<file path="config.mk">
export PLATFORM = sky130hd
export DESIGN_NAME = hazard_detect
export DESIGN_NICKNAME = d
export VERILOG_FILES = /design/src/rtl/hazard_detect_pkg.sv /design/src/rtl/hazard_cmp.sv /design/src/rtl/hazard_detect.sv
export SDC_FILE = /design/constraint.sdc
export NUM_CORES = 1
export LEC_CHECK = 0
export ABC_AREA = 1
export BUFFER_PORTS_ARGS = -buffer_cell sky130_fd_sc_hd__buf_2
export CORE_UTILIZATION = 53
export DETAILED_ROUTE_END_ITERATION = 10
export GPL_TIMING_DRIVEN = 0
export HOLD_SLACK_MARGIN = 0.1
export PLACE_DENSITY = 0.85
export SLEW_MARGIN = 20
export SYNTH_ARGS = -nofsm -noshare
export SYNTH_HDL_FRONTEND = slang
export SYNTH_SLANG_ARGS = --single-unit
export TNS_END_PERCENT = 1
</file>
<file path="constraint.sdc">
create_clock -name clk -period 2.2 [get_ports clk]
set_input_delay 0.11 -clock clk [delete_from_list [all_inputs] [get_ports clk]]
set_output_delay 0.11 -clock clk [all_outputs]
set_load 0.1 [all_outputs]
</file>
<file path="src/rtl/hazard_detect_pkg.sv">
// Shared definitions for the hazard detector: RV32I major opcodes, hazard
// source-select codes used by the forwarding unit, the shadow-pipeline entry
// type and the opcode decode helpers.
package hazard_detect_pkg;

    // RV32I major opcodes
    localparam logic [6:0] OPC_LOAD   = 7'b0000011;
    localparam logic [6:0] OPC_STORE  = 7'b0100011;
    localparam logic [6:0] OPC_OP     = 7'b0110011;
    localparam logic [6:0] OPC_OP_IMM = 7'b0010011;
    localparam logic [6:0] OPC_BRANCH = 7'b1100011;
    localparam logic [6:0] OPC_JAL    = 7'b1101111;
    localparam logic [6:0] OPC_JALR   = 7'b1100111;
    localparam logic [6:0] OPC_LUI    = 7'b0110111;
    localparam logic [6:0] OPC_AUIPC  = 7'b0010111;

    // Source-select codes consumed by the forwarding unit
    localparam logic [2:0] HZ_NONE    = 3'd0;
    localparam logic [2:0] HZ_EX_RS1  = 3'd1;
    localparam logic [2:0] HZ_EX_RS2  = 3'd2;
    localparam logic [2:0] HZ_MEM_RS1 = 3'd3;
    localparam logic [2:0] HZ_MEM_RS2 = 3'd4;

    // One slot of the shadow pipeline
    typedef struct packed {
        logic       wen;
        logic [4:0] rd;
        logic       is_load;
    } shadow_entry_t;

    localparam shadow_entry_t SHADOW_BUBBLE = '{wen: 1'b0, rd: 5'd0, is_load: 1'b0};

    // Every opcode reads rs1 except the upper-immediate forms and JAL.
    function automatic logic op_reads_rs1(input logic [6:0] op);
        logic r;
        r = 1'b1;
        if (op == OPC_LUI || op == OPC_AUIPC || op == OPC_JAL) begin
            r = 1'b0;
        end
        return r;
    endfunction

    function automatic logic op_reads_rs2(input logic [6:0] op);
        logic r;
        r = 1'b0;
        if (op == OPC_OP || op == OPC_STORE || op == OPC_BRANCH) begin
            r = 1'b1;
        end
        return r;
    endfunction

    function automatic logic op_writes_rd(input logic [6:0] op);
        logic r;
        r = 1'b0;
        case (op)
            OPC_OP, OPC_OP_IMM, OPC_LOAD, OPC_LUI,
            OPC_AUIPC, OPC_JAL, OPC_JALR: r = 1'b1;
            default:                      r = 1'b0;
        endcase
        return r;
    endfunction

endpackage

</file>
<file path="src/rtl/hazard_cmp.sv">
// Compares one shadow-pipeline entry against the two source registers of the
// instruction in ID. x0 never matches.
module hazard_cmp
    import hazard_detect_pkg::*;
(
    input  shadow_entry_t entry_i,
    input  logic [4:0]    rs1_i,
    input  logic [4:0]    rs2_i,
    input  logic          use_rs1_i,
    input  logic          use_rs2_i,
    output logic          match_rs1_o,
    output logic          match_rs2_o
);

    // Match only live writers against operands the ID instruction really reads
    always_comb begin
        match_rs1_o = entry_i.wen && use_rs1_i && (rs1_i != 5'd0) && (entry_i.rd == rs1_i);
        match_rs2_o = entry_i.wen && use_rs2_i && (rs2_i != 5'd0) && (entry_i.rd == rs2_i);
    end

endmodule

</file>
<file path="src/rtl/hazard_detect.sv">
// Data-hazard detector feeding the operand-forwarding unit. Keeps a two-slot
// shadow pipeline (EX, MEM) of destination registers, compares it with the
// sources of the instruction in ID and registers hazard flags/codes for the
// next cycle. Load-use conflicts raise a zero-latency, one-cycle stall and
// push a bubble into the shadow EX slot.
module hazard_detect
    import hazard_detect_pkg::*;
(
    input  logic        clk,
    input  logic        reset,
    input  logic        id_valid,
    input  logic [6:0]  id_op,
    input  logic [4:0]  id_rs1,
    input  logic [4:0]  id_rs2,
    input  logic [4:0]  id_rd,
    input  logic        flush,
    output logic        is_hazard1,
    output logic [2:0]  hazard_reg1,
    output logic        is_hazard2,
    output logic [2:0]  hazard_reg2,
    output logic        stall,
    output logic [15:0] stall_count
);

    shadow_entry_t ex_q, ex_d;
    shadow_entry_t mem_q, mem_d;
    shadow_entry_t id_entry;

    logic        use_rs1, use_rs2;
    logic        ex_match_rs1, ex_match_rs2;
    logic        mem_match_rs1, mem_match_rs2;
    logic        load_use;

    logic        hz1_q, hz1_d;
    logic [2:0]  code1_q, code1_d;
    logic        hz2_q, hz2_d;
    logic [2:0]  code2_q, code2_d;
    logic [15:0] count_q, count_d;

    // Decode the ID instruction into operand-use flags and a shadow entry
    always_comb begin
        use_rs1          = id_valid && op_reads_rs1(id_op);
        use_rs2          = id_valid && op_reads_rs2(id_op);
        id_entry         = SHADOW_BUBBLE;
        id_entry.wen     = op_writes_rd(id_op) && (id_rd != 5'd0);
        id_entry.rd      = id_rd;
        id_entry.is_load = (id_op == OPC_LOAD);
    end

    hazard_cmp u_cmp_ex (
        .entry_i     (ex_q),
        .rs1_i       (id_rs1),
        .rs2_i       (id_rs2),
        .use_rs1_i   (use_rs1),
        .use_rs2_i   (use_rs2),
        .match_rs1_o (ex_match_rs1),
        .match_rs2_o (ex_match_rs2)
    );

    hazard_cmp u_cmp_mem (
        .entry_i     (mem_q),
        .rs1_i       (id_rs1),
        .rs2_i       (id_rs2),
        .use_rs1_i   (use_rs1),
        .use_rs2_i   (use_rs2),
        .match_rs1_o (mem_match_rs1),
        .match_rs2_o (mem_match_rs2)
    );

    // Load-use: a load in EX whose result the ID instruction needs; a flush wins
    always_comb begin
        load_use = ex_q.is_load && (ex_match_rs1 || ex_match_rs2);
        stall    = load_use && !flush;
    end

    // Next state of the shadow pipeline, hazard registers and stall counter
    always_comb begin
        mem_d   = ex_q;
        ex_d    = id_entry;
        hz1_d   = 1'b0;
        code1_d = HZ_NONE;
        hz2_d   = 1'b0;
        code2_d = HZ_NONE;
        count_d = count_q;

        if (stall || flush || !id_valid) begin
            ex_d = SHADOW_BUBBLE;
        end

        // Stalled or killed instructions do not advance, so report nothing
        if (id_valid && !stall && !flush) begin
            if (ex_match_rs1) begin
                hz1_d   = 1'b1;
                code1_d = HZ_EX_RS1;
            end else if (ex_match_rs2) begin
                hz1_d   = 1'b1;
                code1_d = HZ_EX_RS2;
            end

            if (mem_match_rs1) begin
                hz2_d   = 1'b1;
                code2_d = HZ_MEM_RS1;
            end else if (mem_match_rs2) begin
                hz2_d   = 1'b1;
                code2_d = HZ_MEM_RS2;
            end
        end

        if (stall && (count_q != 16'hFFFF)) begin
            count_d = count_q + 16'd1;
        end
    end

    // State registers with asynchronous active-low reset
    always_ff @(posedge clk or negedge reset) begin
        if (!reset) begin
            ex_q    <= SHADOW_BUBBLE;
            mem_q   <= SHADOW_BUBBLE;
            hz1_q   <= 1'b0;
            code1_q <= HZ_NONE;
            hz2_q   <= 1'b0;
            code2_q <= HZ_NONE;
            count_q <= 16'd0;
        end else begin
            ex_q    <= ex_d;
            mem_q   <= mem_d;
            hz1_q   <= hz1_d;
            code1_q <= code1_d;
            hz2_q   <= hz2_d;
            code2_q <= code2_d;
            count_q <= count_d;
        end
    end

    assign is_hazard1  = hz1_q;
    assign hazard_reg1 = code1_q;
    assign is_hazard2  = hz2_q;
    assign hazard_reg2 = code2_q;
    assign stall_count = count_q;

endmodule

</file>
==> metrics.md <==
| Metric | Value |
|---|---|
| Core ar. | `3740 um2` |
| Worst slew pin tran | `0.747 ns` |
| Worst Hold Class | `in2reg` |
| Die Height | `65.2 um` |
| Synth Warn # | `0` |
| Power Dens Cells | `about 470 nW/um2` |
| Leading area contributor after synthesis | `dfrtp_1` |
| Std-Cell Rows | `22` |
| Crit path kind | `reg2out` |
| Count of different cell masters after synthesis | `32` |
| Share of layout cells above drive strength 1 | `0.220` |
| Status | `complete, no violations` |
| Yosys reg bits | `35` |
| Endpoints failing setup | `0` |
| Crit path time final | `between 2 and 2.5 ns` |
| Top-level port count | `51` |
| Critical Path Stages | `8` |
| Worst path slowest cell | `dfrtp_1` |
| Placed cells | `roughly 400` |
| Internal power | `920 uW` |
| Port-buffer cells | `just under 50` |
| Slew HR | `0.502` |
| DR pass1 iterations | `4` |
| Grt total ovfl | `0` |
| Ant diodes | `0` |
| Final WL | `4.31 mm` |
| Buf+Inv Stages, Crit Path | `3` |
| First-pass GRT wire length | `approximately 7.3 mm` |
| Sw power | `a little under 300 uW` |
| Top post-synthesis cells by area | `dfrtp_1, nand2_1, inv_1` |
| Commonest non-fill, non-tap cell in the layout | `nand2_1` |
| Layout Utilization | `0.684` |
| Clk sink count | `35` |
| Worst Setup SP | `ex_q[3]$_DFF_PN0_` |
| Detailed Place HPWL | `approximately 3.3 mm` |
| Antenna violations before repair | `0` |
| Reg2reg end | `stall_count[13]$_DFFE_PN0P_` |
| IR drop worst, VDD | `approximately 340 uV` |
| Top cell type's share of synthesized area | `0.414` |
| R2R Path Start | `stall_count[0]$_DFFE_PN0P_` |
| Vias in the first global route | `approximately 1800` |
| Sequential share of the synthesized area | `0.414` |
| Crit end category | `output pin` |
| Final Max Slew Viols | `0` |
| Largest net degree at the start of global routing | `36` |
| Cell Count, Final, Fillers Out | `411` |
| Clock power share | `0.349` |
| Initial Utilization | `0.565` |
| Mean Syn Cell Area | `between 7 and 8 um2` |
| CTS tree | `yes` |
| Max Fclk | `483 MHz` |
| Worst endpoint data arrival time | `1.96 ns` |
| GR Util All Layers | `0.223` |
| Clock root cell | `clkbuf_8` |
| Initial DRC Count | `between 100 and 150` |
| Worst slack, placed | `0.312 ns` |
| Setup Skew | `a little over 0.006 ns` |
| Mapped Area | `2110 um2` |
| H-tree levels | `2` |
| DR vias | `2006` |
| Crit path required time | `2.09 ns` |
| Postcts setup bufs | `0` |
| Full die area | `approximately 4200 um2` |
| Family with the most delay on the worst path | `simple AND/OR/NAND/NOR gates` |
| R2R cell count | `12` |
| Post-synthesis cell count | `301` |
| Routed Antenna Nets | `0` |
| RSZ-0062 raised after global routing | `no` |
| Most used cell, CP | `inv_1` |
| Lkg Pwr | `around 1.4 nW` |
| Clock tree buffer depth | `2` |
| Drt via density | `slightly below 5` |
| Total CTS buffers | `5` |
| Residual DRC | `0` |
| Fillers | `328` |
| Flop pwr share | `0.542` |
| Drt wl/cell | `10.5 um` |
| Cell Chain, Critical Path | `inv_1 > nor2_1 > nor3b_1 > nand3_2 > nand2_4 > nand3_4 > inv_1 > buf_4` |
| Max-Cap Viols | `0` |
| Die width | `65.2 um` |
| Area added between synthesis and finish | `21.1%` |
| Final nets | `390` |
| Fin crit share | `0.941` |
| Clock transition at the registers of the reported paths | `0.06 ns` |
| Clk Latency, worst-skew pair | `0.28 ns` |
| Max incr delay on CP | `0.41 ns` |
| Final worst setup slack | `0.130 ns` |
| Fin Setup TNS | `0 ns` |
| Switching Fraction | `0.243` |
| Maximum fanout along the worst path | `6` |
| Commonest cells after routing, fill and taps aside | `nand2_1, inv_1, buf_2` |
| Syn_nets | `328` |
| R2r setup slk | `0.43 ns` |
| Final hold violations | `0` |
| RePlAce Congestion | `0.926` |
| CP endpoint | `stall` |
| Comb power frac | `0.108` |
| CP startpoint kind | `flop` |
-- worst min path at each step --
stage / cells past startpoint / endpoint / from / slack [ns]
4_1_cts: 4 / ex_q[0]$_DFF_PN0_ / id_op[6] / 0.16
2_1_floorplan: 0 / ex_q[0]$_DFF_PN0_ / reset / -0.19
6_report: 4 / is_hazard1$_DFF_PN0_ / flush / 0.17
3_3_place_gp: 1 / ex_q[3]$_DFF_PN0_ / reset / 0.22
5_1_grt: 4 / hazard_reg1[1]$_DFF_PN0_ / flush / 0.18
3_5_place_dp: 1 / ex_q[3]$_DFF_PN0_ / reset / 0.23
-- worst reg2reg max path: cells and delay by family, from the launching register on --
| kind | cells | cell delay (ns) |
|---|---|---|
| buffers and inverters | 1 | 0.07 |
| adders and majority gates | 1 | 0.21 |
| and+or+nand+nor | 10 | 1.00 |
| DFF | 1 | 0.39 |
-- cell usage after synthesis (all sizes together) --
cell type	number
nand3	12
o21a	1
xor2	1
a21oi	1
nand4	11
dfrtp	35
a32oi	1
inv	52
o22ai	2
nor3b	2
nand2	97
nor4	2
xnor2	4
o2111ai	1
nand3b	2
nor2	50
o21ai	16
buf	4
nor3	5
ha	1
conb	1
-- state kept, by name, indices dropped and copies added, names as in the netlist --
signal and cells:
ex_q 7, hazard_reg1 2, hazard_reg2 2, is_hazard1 1, is_hazard2 1, mem_q 6, stall_count 16
-- metrics by stage --
stage | hold WS (ns) | cell area, um2 | power [mW]
global placement | 0.221 | 2420 | 0.791
global route | 0.183 | 2560 | 1.27
floorplan | -0.186 | 2120 | 0.737
detailed placement | 0.228 | 2420 | 0.794
CTS | 0.156 | 2560 | 1.23
finish | 0.170 | 2560 | 1.21
-- power by group through the flow --
| stage | Combinational (mW) | Clock (mW) | Sequential, mW |
|---|---|---|---|
| 4_1_cts | 0.132 | 0.435 | 0.658 |
| 3_5_place_dp | 0.123 | 0 | 0.670 |
| 2_1_floorplan | 0.0689 | 0 | 0.668 |
| 6_report | 0.132 | 0.424 | 0.659 |
| 5_1_grt | 0.148 | 0.465 | 0.659 |
| 3_3_place_gp | 0.121 | 0 | 0.670 |
-- what timing repair did --
item                       CTS  global route
setup endpoints to repair    0             1
hold buffers                 6             0
hold endpoints to repair    40             0
gates resized for setup      0             2
-- routing by layer --
metal | track usage | part of all wire
met1 | 0.297 | 0.47
met2 | 0.362 | 0.46
met3 | 0.0365 | 0.059
met4 | 0.0870 | 0.0095
met5 | 0 | 0
-- cell type report --
class	count	area, um2	area share
Buffer	4	37.5	0.0147
Clock buffer	7	76.3	0.0298
Inverter	52	195	0.0762
Multi-Input combinational cell	210	1010	0.393
Sequential cell	35	878	0.343
Tap cell	48	60.1	0.0234
Timing Repair Buffer	55	308	0.120
-- cells by family after synthesis --
group           count (synthesis)  synth area share
buf+inv                        56             0.110
flops                          35             0.414
fa+ha+maj                       1           0.00592
compound gates                 22            0.0580
simple gates                  181             0.389
other cells                     1           0.00177
xor+xnor                        5            0.0207
Power figures use the tool's default switching activity.
